## src/rtl/ripple_count_seq.sv

```systemverilog
// Sequencer for an asynchronous ripple counter: clear, pulse, settle, sample until target or stop.
// Defining RCS_SHADOW_CHECK_EN adds a shadow count that flags missed or extra counter edges.

module ripple_count_seq #(
  parameter int W      = 16,
  parameter int SETTLE = 4
) (
  input  logic         clk,
  input  logic         reset,
  input  logic         start,
  input  logic         stop,
  input  logic [W-1:0] target,
  input  logic [W-1:0] cnt_q,
  output logic         cnt_pulse,
  output logic         cnt_clr,
  output logic         busy,
  output logic         done,
  output logic [W-1:0] value,
  output logic         stopped,
  output logic         err
);

  localparam int SW = (SETTLE > 1) ? $clog2(SETTLE) : 1;

  typedef enum logic [2:0] {
    S_IDLE,
    S_CLEAR,
    S_SETTLE,
    S_CHECK,
    S_PULSE,
    S_DONE
  } state_e;

  state_e        state_q, state_d;
  logic [W-1:0]  target_q, target_d;
  logic [W-1:0]  value_q, value_d;
  logic [SW-1:0] settle_q, settle_d;
  logic          stop_lat_q, stop_lat_d;
  logic          stopped_q, stopped_d;
  logic          pulse_q, pulse_d;
  logic          clr_q, clr_d;
`ifdef RCS_SHADOW_CHECK_EN
  logic [W-1:0]  shadow_q, shadow_d;
  logic          err_q, err_d;
`endif

  always_comb begin
    // NOTE: every next-state signal gets a default first so no path leaves it unassigned (no latches).
    state_d    = state_q;
    target_d   = target_q;
    value_d    = value_q;
    settle_d   = settle_q;
    stop_lat_d = stop_lat_q;
    stopped_d  = stopped_q;
`ifdef RCS_SHADOW_CHECK_EN
    shadow_d   = shadow_q;
    err_d      = err_q;
`endif

    if (state_q != S_IDLE && stop) stop_lat_d = 1'b1;

    case (state_q)
      S_IDLE: begin
        if (start) begin
          target_d   = target;
          stop_lat_d = stop;
          stopped_d  = 1'b0;
`ifdef RCS_SHADOW_CHECK_EN
          err_d      = 1'b0;
`endif
          state_d    = S_CLEAR;
        end
      end
      S_CLEAR: begin
        settle_d = SW'(SETTLE - 1);
`ifdef RCS_SHADOW_CHECK_EN
        shadow_d = '0;
`endif
        state_d  = S_SETTLE;
      end
      S_PULSE: begin
        settle_d = SW'(SETTLE - 1);
`ifdef RCS_SHADOW_CHECK_EN
        shadow_d = shadow_q + 1'b1;
`endif
        state_d  = S_SETTLE;
      end
      S_SETTLE: begin
        if (settle_q == '0) state_d = S_CHECK;
        else                settle_d = settle_q - 1'b1;
      end
      S_CHECK: begin
        // Priority: shadow mismatch, then stop request, then target match.
`ifdef RCS_SHADOW_CHECK_EN
        if (cnt_q != shadow_q) begin
          err_d   = 1'b1;
          value_d = cnt_q;
          state_d = S_DONE;
        end else
`endif
        if (stop_lat_q) begin
          stopped_d = 1'b1;
          value_d   = cnt_q;
          state_d   = S_DONE;
        end else if (cnt_q == target_q) begin
          value_d = cnt_q;
          state_d = S_DONE;
        end else begin
          state_d = S_PULSE;
        end
      end
      S_DONE:  state_d = S_IDLE;
      default: state_d = S_IDLE;
    endcase

    // Counter strobes are decoded from the next state and registered, so they leave a flop clean.
    pulse_d = (state_d == S_PULSE);
    clr_d   = (state_d == S_CLEAR);
  end

  always_ff @(posedge clk or negedge reset) begin
    if (!reset) begin
      state_q    <= S_IDLE;
      target_q   <= '0;
      value_q    <= '0;
      settle_q   <= '0;
      stop_lat_q <= 1'b0;
      stopped_q  <= 1'b0;
      pulse_q    <= 1'b0;
      clr_q      <= 1'b0;
`ifdef RCS_SHADOW_CHECK_EN
      shadow_q   <= '0;
      err_q      <= 1'b0;
`endif
    end else begin
      state_q    <= state_d;
      target_q   <= target_d;
      value_q    <= value_d;
      settle_q   <= settle_d;
      stop_lat_q <= stop_lat_d;
      stopped_q  <= stopped_d;
      pulse_q    <= pulse_d;
      clr_q      <= clr_d;
`ifdef RCS_SHADOW_CHECK_EN
      shadow_q   <= shadow_d;
      err_q      <= err_d;
`endif
    end
  end

  assign cnt_pulse = pulse_q;
  assign cnt_clr   = clr_q;
  assign busy      = (state_q != S_IDLE);
  assign done      = (state_q == S_DONE);
  assign value     = value_q;
  assign stopped   = stopped_q;
`ifdef RCS_SHADOW_CHECK_EN
  assign err       = err_q;
`else
  assign err       = 1'b0;
`endif

endmodule

```

## config.mk

```make
export PLATFORM = sky130hd
export DESIGN_NAME = ripple_count_seq
export DESIGN_NICKNAME = d
export VERILOG_FILES = /design/src/rtl/ripple_count_seq.sv
export SDC_FILE = /design/constraint.sdc
export NUM_CORES = 1
export LEC_CHECK = 0
export BUFFER_PORTS_ARGS = -buffer_cell sky130_fd_sc_hd__buf_2
export CAP_MARGIN = 10
export CORE_ASPECT_RATIO = 1.4
export CORE_MARGIN = 5
export CORE_UTILIZATION = 45
export CTS_CLUSTER_DIAMETER = 80
export CTS_CLUSTER_SIZE = 14
export DETAILED_ROUTE_END_ITERATION = 7
export PLACE_DENSITY = 0.8
export REMOVE_ABC_BUFFERS = 1
export SLEW_MARGIN = 20
export SYNTH_ARGS = -nofsm -noshare
export SYNTH_HDL_FRONTEND = slang
export SYNTH_SLANG_ARGS = --single-unit
```

## constraint.sdc

```tcl
create_clock -name clk -period 5.5 [get_ports clk]
set_input_delay 0.55 -clock clk [delete_from_list [all_inputs] [get_ports clk]]
set_output_delay 0.55 -clock clk [all_outputs]
set_load 0.01 [all_outputs]
```

==> reports/results.ini <==
[logic_synthesis]
synthAdderAreaFrac_pct = 0.666
syn_area_per_cell_um2 = 13.8
syn_area_mm2 = 0.00188
synth_cell_types = 33
synth_compound_area_share_pct = 3.00
synth_seq_cells = 41
synthArstFlopShare_pct = 100
ys_seq_area_share_pct = 54.6
synth_top_family_by_area = multiplexers
ys_warn_count = 0
synthFlopType = dfrtp_1
synth_simple_gate_area_share_pct = 7.33
synthXorXnorAreaFrac_pct = 7.93
synth_mux_area_share_pct = 21.7
synth_edf_count = 0
netlist_instances = 136

[layout]
syn2layout_area_growth_pct = 18.9
num_antenna_cells = 0
n_fill_cell = 357
layout_common_cells = 56 x buf_2, 41 x dfrtp_1, 22 x mux2_2
nNetsFinal = 230
final_layout_size_suffix_gt1_share_pct = 51.3
fin_cells = 236
final_common_cell = buf_2

[sta]
fin_skew_ns = 0.00586
tightest_slew_ns = 0.932
fin_crit_sh_pct = 40.4
max_freq_mhz = 450
hold_violations = 0
finalCriticalPeriod_ns = 2.22
setup_viol = 0
slew_viol_final = 0
setup_tns_ns = 0
slew_headroom_pct = 37.9
rsz0062_at_grt = no

[worst_setup_path]
crit_arrival_ns = 2.40
path_class = flop to flop
critPathMaxFanout = 16
crit_slowest_cell = o21ba_1
required_ns = 5.68
path_cells = nand2_2 > nor2_2 > and2_2 > o21ba_1 > mux2_2
r2r_cells = 5
slowest_delay_ns = 0.84
worst_setup_path_end_kind = flop
startpoint_type = flop

[clocking]
ctsResizeCount = 0
clk_pin_slew_worst_paths_ns = 0.07
holdBufCountCts = 0
numCtsBuffers = 5
clock_sinks = 41
clock-root-buffer = clkbuf_8
cts_tree = done
h-tree-depth = 2
clock_latency_ns = 0.29
cts_buffer_depth = 2
post-cts-setup-buffer-count = 0

[global_routing]
first_global_vias = 1263
grtUsageTotal_pct = 14.0
antenna_found_initial = 0
grt_max_degree = 42
overflow = 0
grt_pass1_wl_um = 5890

[die]
die_w_um = 64.6
die_area_mm2 = 0.00558
ios = 58
start_util_pct = 47.1
die_h_um = 86.4
rows = 27
core_area_mm2 = 0.00399

[pwr]
p_comb_share_pct = 40.5
power.net_switching_w = 0.000418
vdd_drop_max_v = 0.000219
p_clk_share_pct = 15.5
p_leak_nw = 1.12
swShare_pct = 33.1
p_int_w = 0.000842
powerDensity_mw_per_mm2 = 564
seq_power_share_pct = 44.0

[run_status]
outcome = complete, no violations

[routing]
wl_per_cell_um = 15.3
vias = 1197
route.detailed.drc = 0
routed_via_density = 5.07
routed_wl_um = 3610
drtIter0Drc = 23
firstDrtPassIters = 4
postRouteAntennaNets = 0

[placed_design]
gp_congestion = 0.721
place_inst = 229
port_buffers = 56
dp_hpwl_um = 2700

[min_path]
worst_hold_path_type = input port to asynchronous set/reset pin

[flow_run]
maxCapViolations = 0

## sequential cells by signal, summed over array words and instances (netlist names)
name	count
target_q	16
stopped	1
state_q	3
cnt_clr	1
cnt_pulse	1
settle_q	2
value	16
stop_lat_q	1
## power by group through the flow
stage          Combinational [W]  Sequential (W)  Clock (W)
6_report                0.000510        0.000554   0.000196
3_5_place_dp            0.000517        0.000560          0
2_1_floorplan           0.000334        0.000574          0
4_1_cts                 0.000522        0.000556   0.000202
3_3_place_gp            0.000502        0.000557          0
5_1_grt                 0.000563        0.000577   0.000214
## synth_stat cells (2+ instances only)
master | instances | area [um2]
inv_1 | 5 | 18.8
nor3_1 | 3 | 15.0
buf_6 | 3 | 33.8
dfrtp_1 | 41 | 1030
mux2_2 | 22 | 248
nor2_1 | 5 | 18.8
mux2_4 | 10 | 150
xor2_1 | 16 | 140
nand3_1 | 2 | 10.0
o21ai_0 | 3 | 15.0
a21oi_1 | 2 | 10.0
nand2b_1 | 2 | 12.5
nor4_1 | 2 | 12.5
## logic make-up (layout without fill, tap and decap cells)
family / after synthesis / in the layout
multiplexers: 33 / 33
flip-flops: 41 / 41
other: 1 / 1
buffers and inverters: 11 / 68
AO/OA/AOI/OAI: 9 / 9
adder cells (fa/ha/maj): 1 / 1
AND/OR/NAND/NOR: 23 / 23
XOR/XNOR: 17 / 17
## worst max-delay path: cells and delay by family (launching register included)
kind / cells / cell delay, ns
multiplexers: 1 / 0.41
AO/OA/AOI/OAI: 1 / 0.84
flip-flops: 1 / 0.46
AND/OR/NAND/NOR: 3 / 0.41
## area by class of cell
cell class / instances / area (um2) / area share, %
Inverter: 5 / 18.8 / 0.841
Sequential cell: 41 / 1030 / 46.0
Timing Repair Buffer: 56 / 280 / 12.6
Tap cell: 43 / 53.8 / 2.41
Clock buffer: 7 / 86.3 / 3.87
Multi-Input combinational cell: 84 / 767 / 34.4
## metal layers
layer	up-vias	routed length, um	track usage, %
met4	0	95	8.65
li1	574	-	-
met3	7	170	2.98
met5	-	0	0
met1	587	1430	16.8
met2	29	1920	22.7
## stage by stage
stage               instance area, um2  total power [W]  util (%)  worst slack, ns  hold WS [ns]
global placement                  2150          0.00106      53.8             3.10         0.453
finish                            2230          0.00126      56.0             3.28         0.380
global route                      2230          0.00135      56.0             3.16         0.463
CTS                               2230          0.00128      56.0             3.26         0.405
detailed placement                2150          0.00108      53.8             2.99         0.477
floorplan                         1810         0.000908         -             3.52         0.254
## worst paths after layout
| kind | from | end | slack, ns |
|---|---|---|---|
| max in group asynchronous | reset | cnt_clr | 4.56 |
| max | state_q[1] | value[4] | 3.28 |
| min in group clk | settle_q[0] | settle_q[0] | 0.48 |
| min | reset | target_q[7] | 0.38 |
| max reg2reg | state_q[1] | value[4] | 3.28 |
| min reg2reg | settle_q[0] | settle_q[0] | 0.48 |
Power figures use the tool's default switching activity.
